--- src/rtl/cond_flag_unit_pkg.sv ---
// Shared condition-code definitions: flag bit positions and ARM-style condition-field encodings.
package cond_flag_unit_pkg;

   localparam int unsigned FlagV = 3;
   localparam int unsigned FlagC = 2;
   localparam int unsigned FlagZ = 1;
   localparam int unsigned FlagN = 0;

   typedef enum logic [3:0] {
      CondEq = 4'b0000,
      CondNe = 4'b0001,
      CondCs = 4'b0010,
      CondCc = 4'b0011,
      CondMi = 4'b0100,
      CondPl = 4'b0101,
      CondVs = 4'b0110,
      CondVc = 4'b0111,
      CondHi = 4'b1000,
      CondLs = 4'b1001,
      CondGe = 4'b1010,
      CondLt = 4'b1011,
      CondGt = 4'b1100,
      CondLe = 4'b1101,
      CondAl = 4'b1110,
      CondNv = 4'b1111
   } cond_e;

endpackage

--- src/rtl/cond_flag_unit_cond_eval.sv ---
// Pure combinational evaluation of a 4-bit condition field against {V,C,Z,N} flags.
module cond_eval
   import cond_flag_unit_pkg::*;
(
   input  logic [3:0] cond,
   input  logic [3:0] flags,
   output logic       pass
);

   logic n, z, c, v;

   always_comb begin
      n    = flags[FlagN];
      z    = flags[FlagZ];
      c    = flags[FlagC];
      v    = flags[FlagV];
      pass = 1'b0;
      unique case (cond_e'(cond))
         CondEq: pass = z;
         CondNe: pass = ~z;
         CondCs: pass = c;
         CondCc: pass = ~c;
         CondMi: pass = n;
         CondPl: pass = ~n;
         CondVs: pass = v;
         CondVc: pass = ~v;
         CondHi: pass = c & ~z;
         CondLs: pass = ~c | z;
         CondGe: pass = (n == v);
         CondLt: pass = (n != v);
         CondGt: pass = ~z & (n == v);
         CondLe: pass = z | (n != v);
         CondAl: pass = 1'b1;
         CondNv: pass = 1'b0;
      endcase
   end

endmodule

--- src/rtl/cond_flag_unit.sv ---
// Committed flag register with same-cycle EX bypass, plus ID-stage condition evaluation
// registered across the ID/EX boundary.
module cond_flag_unit
   import cond_flag_unit_pkg::*;
#(
   parameter logic [3:0] RESET_FLAGS = 4'b0000
) (
   input  logic       clk_in,
   input  logic       reset_in,
   input  logic [3:0] flags_in,
   input  logic       s_in,
   input  logic       ex_valid_in,
   input  logic [3:0] cond_in,
   input  logic       stall_in,
   input  logic       flush_in,
   output logic [3:0] cc_out,
   output logic       carry_out,
   output logic       cond_pass_out,
   output logic       cond_pass_q_out
);

   logic [3:0] cc_d, cc_q;
   logic       cond_pass_d, cond_pass_q;
   logic       flag_wr;
   logic [3:0] eff_flags;
   logic       pass;

   cond_eval u_cond_eval (
      .cond  (cond_in),
      .flags (eff_flags),
      .pass  (pass)
   );

   always_comb begin
      flag_wr   = ex_valid_in & s_in;
      eff_flags = flag_wr ? flags_in : cc_q;
      cc_d      = (flag_wr & ~stall_in) ? flags_in : cc_q;
      // Flush wins over stall; it only squashes the ID-stage result.
      if (flush_in) begin
         cond_pass_d = 1'b0;
      end else if (stall_in) begin
         cond_pass_d = cond_pass_q;
      end else begin
         cond_pass_d = pass;
      end
   end

   always_ff @(posedge clk_in) begin
      if (reset_in) begin
         cc_q        <= RESET_FLAGS;
         cond_pass_q <= 1'b0;
      end else begin
         cc_q        <= cc_d;
         cond_pass_q <= cond_pass_d;
      end
   end

   assign cc_out          = cc_q;
   assign carry_out       = eff_flags[FlagC];
   assign cond_pass_out   = pass;
   assign cond_pass_q_out = cond_pass_q;

endmodule

--- config.mk ---
export PLATFORM = sky130hd
export DESIGN_NAME = cond_flag_unit
export DESIGN_NICKNAME = d
export VERILOG_FILES = /design/src/rtl/cond_flag_unit_pkg.sv /design/src/rtl/cond_flag_unit_cond_eval.sv /design/src/rtl/cond_flag_unit.sv
export SDC_FILE = /design/constraint.sdc
export NUM_CORES = 1
export LEC_CHECK = 0
export CAP_MARGIN = 10
export CORE_AREA = 2 2 39 41
export CTS_BUF_LIST = sky130_fd_sc_hd__clkbuf_4 sky130_fd_sc_hd__clkbuf_8 sky130_fd_sc_hd__clkbuf_16
export CTS_CLUSTER_SIZE = 14
export DETAILED_ROUTE_END_ITERATION = 7
export DIE_AREA = 0 0 41 43
export PLACE_DENSITY = 0.76
export SETUP_SLACK_MARGIN = 0.15
export SLEW_MARGIN = 20
export SYNTH_ARGS = -nofsm -noshare
export SYNTH_HDL_FRONTEND = slang
export SYNTH_HIERARCHICAL = 1
export SYNTH_SLANG_ARGS = --single-unit
--- constraint.sdc ---
create_clock -name clk_in -period 2.77 [get_ports clk_in]
set_clock_uncertainty 0.05 [all_clocks]
set_input_delay 0.554 -clock clk_in [delete_from_list [all_inputs] [get_ports clk_in]]
set_output_delay 0.554 -clock clk_in [all_outputs]
set_load 0.01 [all_outputs]
==> out/metrics.yaml, run 1 <==
routing:
  drt_first_pass_iters: 4
  drt-initial-drc-count: 6
  final_antenna_net_count: 0
  routed_via_density: 4.918
  drc: 0
  wire_per_inst_um: 12.01
  via_count: 477
  wirelength_um: 1165
worst_setup_path:
  cp_slowest_cell: "a2111oi_2"
  r2r_start: "cc_out[3]"
  cp-start-kind: "primary input"
  cp_top_family: "compound AO/OA/AOI/OAI gates"
  required_ns: 2.17
  rr_endpoint: "cond_pass_q_out"
  worstSetupPathType: "primary input to output pin"
  reg2reg_depth: 8
  r2r_setup_slack_ns: 0.88
  crit_buf_inv: 2
  worstPathCellList: "buf_6 > nand2_4 > mux2_4 > xor2_2 > xor2_1 > a2111oi_2 > a311oi_1 > o22ai_1 > buf_2"
  cp_max_fo: 3
  arrival_ns: 2.17
  max_stage_delay_ns: 0.33
  cp-end-kind: "output pin"
clocking:
  hold_buffers: 0
  clk_pin_slew_ns: 0.04
  ctsLongestPathBuffers: 2
  insertion_delay_ns: 0.24
  cts_htree_levels: 1
  cts_num_sinks: 5
  cts_buffers: 3
  cts_tree: "yes"
  cts_root_buf: "clkbuf_4"
floorplan:
  fp.coreArea_mm2: 0.001384
  die_h_um: 43
  dieArea_mm2: 0.001763
  std_cell_rows: 14
  die_w_um: 41
  start_util_pct: 31.01
  ios: 21
synthesis:
  synth-edff-count: 0
  synth_nets: 63
  synthTopCellsByArea: "dfxtp_1 23%, mux2i_1 14%, nand2b_1 13%, mux2_2 10%, xor2_1 6.1%"
  synth_top_family_by_area: "multiplexers"
  yosys_warnings: 6
  synth-main-ff-cell: "dfxtp_1"
  synthCells: 49
  synthAdderAreaFrac_pct: 0
  yosys.area.top_type: "dfxtp_1"
  ys_seq_area_share_pct: 23.32
  synth_top_area_share_pct: 23.32
  yosys.area_share.simple_pct: 23.62
  synth_area_um2: 429.2
  synth_mux_area_share_pct: 24.49
  synth_xor_area_share_pct: 8.163
  synth-compound-area-share_pct: 14.29
  synthArstFlopShare_pct: 0
  avgSynthCellArea_um2: 8.758
  synth_seq_cells: 5
  synth.distinct_cells: 23
sta:
  period_minus_slack_ns: 2.778
  rsz0062_at_grt: "true"
  final_max_slew_viol_count: 0
  fmax_mhz: 359.9
  hold_violations: 0
  setup_viol: 1
  setup_ws_ns: -0.008378
  finalSetupTns_ns: -0.008378
  worstMarginPinSlew_ns: 0.3020
  relSlewSlack_pct: 79.83
  finalCritPeriodShare_pct: 100.3
placement:
  portBuffers: 20
  dp_slack_ns: -0.8533
  routabilityCongestion: 0.7864
  dpl.hpwl_um: 866.6
cells_and_area:
  nFillCells: 124
  regArea_um2: 100.1
  syn2layout_area_growth_pct: 83.67
  multiInputGateArea_um2: 350.3
  drive_above_1_share_pct: 33.33
  num-nets-final: 96
  diodes: 0
  postLayoutCoreUtil_pct: 56.96
power_and_ir_drop:
  p_per_area_mw_per_mm2: 345.0
  cellLeakagePower_nw: 0.3403
  ir_drop_mv: 0.2287
outcome:
  status: "finished, violations left"
  violations: "setup timing"
min_path:
  min_from: "cc_out[3]"
  holdPathEnd: "cc_out[3]"
  hp-class: "register to register"
  min_delay_path_depth: 2
global_route:
  grt_pass1_vias: 464
  antenna_found_initial: 0
  grt.overflow.total: 0
  grt_max_degree: 10
  grt_pass1_wl_um: 1932
  grt_use_total_pct: 16.38
run:
  drv_cap: 0
## area by class of cell
type	instances	share of cell area [%]
inverters	1	0.4762
flip-flops and latches	5	12.70
repair buffers	31	36.03
well taps	16	2.540
multi-input cells	40	44.44
clock buffers	4	3.810
## registers in the layout, indices dropped and copies added, names as in the netlist
name	count
cc_out	4
cond_pass_q_out	1
## layout by cell type, fill, tap and decap left out, drive strengths merged
master and count:
a2111oi 1, inv 1, a311oi 1, mux2 4, mux2i 6, xor2 3
o21ai 1, o22ai 1, and3b 1, nand2 1, xnor2 1, clkdlybuf4s50 12
nor2 2, a211oi 1, dlygate4sd2 3, nand2b 9, nor4b 1, o22a 1
dfxtp 5, nor3 2, clkbuf 4, a21oi 3, clkdlybuf4s15 2, buf 14
nor2b 1
## worst max path at each step
stage / start / end / slack (ns) / cells past startpoint
floorplan: ex_valid_in / cond_pass_out / 0.17 / 7
global placement: ex_valid_in / cond_pass_out / -0.84 / 9
detailed placement: ex_valid_in / cond_pass_out / -0.85 / 9
CTS: s_in / cond_pass_out / 0.06 / 9
global route: s_in / cond_pass_out / -0.08 / 9
finish: s_in / cond_pass_out / -0.008 / 9
## tightest hold or removal path: cells and delay by family (launching register included)
kind / cells / cell delay [ns]
flops: 1 / 0.32
simple gates: 1 / 0.07
mux: 1 / 0.05
## synthesized netlist by cell type (all sizes together) (2+ instances only)
cell type,n
a21oi,3
buf,2
dfxtp,5
mux2,4
mux2i,6
nand2b,9
nor2,2
nor3,2
xor2,3
## report_power, final
| part | switching [W] | leakage, nW | total [W] | internal [W] |
|---|---|---|---|---|
| clock network | 0.0000305 | 0.0184 | 0.0000948 | 0.0000643 |
| registers | 0.00000180 | 0.0406 | 0.0000768 | 0.0000750 |
| logic | 0.0000412 | 0.281 | 0.000100 | 0.0000591 |
| total | 0.0000736 | 0.340 | 0.000272 | 0.000198 |
## metal layers
metal  vias to the layer above  GRT usage [%]  routed length, um
met5                         -              0                  0
met1                       215          17.74                466
met3                         2          2.618                 91
li1                        240              -                  -
met2                        20          27.50                589
met4                         0          10.00                 17
## cell families after synthesis
kind of cell | count (synthesis)
xor+xnor | 4
mux | 10
simple gates | 17
flops | 5
compound gates | 9
buf+inv | 4
## through the flow
step           total power, W  std cells  area [um^2]  hold slack (ns)
6_report            0.0002719         97        788.3           0.4412
3_3_place_gp        0.0001714         92        719.4           0.4248
4_1_cts             0.0002758         97        784.5           0.4489
2_1_floorplan       0.0001231         49        446.7           0.4506
3_5_place_dp        0.0001724         92        719.4           0.4390
5_1_grt             0.0002880         97        788.3           0.4618
## what timing repair did
item / 4_1_cts / 5_1_grt
setup buffers: 1 / 0
pin swaps: 7 / 0
gates resized for setup: 29 / 1
endpoints found under the setup margin: 2 / 1
Note: power is estimated with default switching activity, not from simulation.
==> run 2, diff against run 1 <==
--- a/constraint.sdc
+++ b/constraint.sdc
@@ -4,2 +4,2 @@
 set_output_delay 0.554 -clock clk_in [all_outputs]
-set_load 0.01 [all_outputs]
+set_load 0.02 [all_outputs]
==> run 2 against run 1 <==
Net effect: the flow now finishes without violations; final area rose by 3.3%; non-clock buffer count unchanged; sequential cell count stayed put; die area unchanged; critical endpoint unchanged; largest power group unchanged; highest routed layer is now met3.
==> out/metrics.yaml, run 2 (synthesis results as in run 1) <==
outcome:
  status: "complete, no violations"  # was finished, violations left
sta:
  rsz0062_at_grt: "true"  # unchanged
  hold_violations: 0  # unchanged
  fmax_mhz: 362.1  # was 359.9 MHz
  finalSetupTns_ns: 0  # was -0.008378 ns
  relSlewSlack_pct: 74.20  # was 79.83%
  period_minus_slack_ns: 2.762  # was 2.778 ns
  worstMarginPinSlew_ns: 0.3817  # was 0.3020 ns
  final_max_slew_viol_count: 0  # unchanged
  setup_viol: 0  # was 1
  finalCritPeriodShare_pct: 99.70  # was 100.3%
  setup_ws_ns: 0.008220  # was -0.008378 ns
worst_setup_path:
  cp-start-kind: "primary input"  # unchanged
  cp-end-kind: "output pin"  # unchanged
  required_ns: 2.17  # about the same
  worstSetupPathType: "primary input to output pin"  # unchanged
  arrival_ns: 2.16  # was 2.17 ns
  cp_max_fo: 4  # was 3
placement:
  portBuffers: 20  # unchanged
  routabilityCongestion: 0.6576  # was 0.7864
  dp_slack_ns: -0.9302  # was -0.8533 ns
  dpl.hpwl_um: 810.2  # was 866.6 um
  place_area_um2: 725.7  # was 719.4 um^2
  placed_cells: 92  # unchanged
routing:
  met1_length_um: 459  # was 466 um
  wirelength_um: 1171  # was 1165 um
  drt-initial-drc-count: 3  # was 6
  wire_per_inst_um: 12.07  # was 12.01 um
  routed_via_density: 4.773  # was 4.918
  wl_met2_um: 647  # was 589 um
  route.met3.wl_um: 64  # was 91 um
  drc: 0  # unchanged
  drt_first_pass_iters: 4  # unchanged
  final_antenna_net_count: 0  # unchanged
  top_layer: "met3"  # was met4
  via_count: 463  # was 477
cells_and_area:
  postLayoutCellArea_um2: 814.5  # was 788.3 um^2
  fin_cells: 97  # unchanged
  num-nets-final: 96  # unchanged
  final_common_cell: "clkdlybuf4s50_1"  # unchanged
  syn2layout_area_growth_pct: 89.80  # was 83.67%
  layout_common_cells: "12 x clkdlybuf4s50_1, 11 x buf_4, 9 x nand2b_1"  # was 12 x clkdlybuf4s50_1, 9 x nand2b_1, 9 x buf_4
  drive_above_1_share_pct: 34.57  # was 33.33%
  diodes: 0  # unchanged
  largest_reg_flops: 4  # unchanged
global_route:
  antenna_found_initial: 0  # unchanged
  grt_use_total_pct: 14.47  # was 16.38%
  grt_pass1_vias: 466  # was 464
  grt_pass1_wl_um: 1766  # was 1932 um
  grt.overflow.total: 0  # unchanged
  grt_max_degree: 10  # unchanged
power_and_ir_drop:
  p_per_area_mw_per_mm2: 342.6  # was 345.0 mW/mm^2
  cellLeakagePower_nw: 0.3419  # was 0.3403 nW
  ir_drop_mv: 0.2375  # was 0.2287 mV
  fin_total_pwr_w: 0.0002791  # was 0.0002719 W
clocking:
  hold_buffers: 0  # unchanged
  ctsLongestPathBuffers: 2  # unchanged
  cts_root_buf: "clkbuf_4"  # unchanged
  cts_num_sinks: 5  # unchanged
  cts_htree_levels: 1  # unchanged
  cts_tree: "yes"  # unchanged
  clk_pin_slew_ns: 0.04  # about the same
  cts_buffers: 3  # unchanged
  insertion_delay_ns: 0.24  # about the same
floorplan:
  std_cell_rows: 14  # unchanged
  fp.coreArea_mm2: 0.001384  # unchanged
  start_util_pct: 31.01  # unchanged
  die_w_um: 41  # unchanged
  dieArea_mm2: 0.001763  # unchanged
  die_h_um: 43  # unchanged
  ios: 21  # unchanged
run:
  drv_cap: 0  # unchanged
min_path:
  hp-class: "register to register"  # unchanged
[run 2: per-stage QoR]
step                      utilization, %  hold WS (ns)
after floorplan                        -        0.5040
after global routing               58.86        0.4654
after global placement             52.44        0.4245
after CTS                          56.24        0.4438
after detailed placement           52.44        0.4320
final                              58.86        0.4457
[run 2: power breakdown]
part / internal (W) / switching (W) / total, W
registers: 0.0000750 / 0.00000172 / 0.0000767
logic: 0.0000631 / 0.0000482 / 0.000111
clock network: 0.0000640 / 0.0000271 / 0.0000911
[run 2: worst max-delay path, stage by stage]
cell      delay (ns)
buf_8           0.11
nand2_8         0.07
buf_4           0.10
mux2_4          0.31
xor2_1          0.14
a21oi_1         0.15
nor3_1          0.06
a311oi_1        0.35
o22ai_2         0.15
buf_6           0.16
[run 2: path summary, 6_finish.rpt]
path | from | endpoint | slack [ns] | cells after the start
setup / recovery | ex_valid_in | cond_pass_out | 0.008 | 10
hold / removal | cc_out[1] | cc_out[1] | 0.45 | 2
setup reg to reg | cc_out[0] | cond_pass_q_out | 0.86 | 8
hold reg to reg | cc_out[1] | cc_out[1] | 0.45 | 2
[run 2: routing by layer]
metal,vias up,track usage [%]
li1,237,-
met1,211,15.48
met2,15,26.25
met3,0,0
met4,0,8.000
met5,-,0
[run 2: what timing repair did]
action	in CTS	in global routing
buffers inserted	1	0
pin swaps	6	4
endpoints found under the setup margin	2	1
endpoints found under the hold margin	0	0
gates resized for setup	27	5
[run 2: area by class of cell]
class / instances / area, um^2
inverters: 1 / 3.754
repair buffers: 31 / 286.5
multi-input cells: 40 / 374.1
well taps: 16 / 20.02
flip-flops and latches: 5 / 100.1
fillers: 127 / 569.3
clock buffers: 4 / 30.03
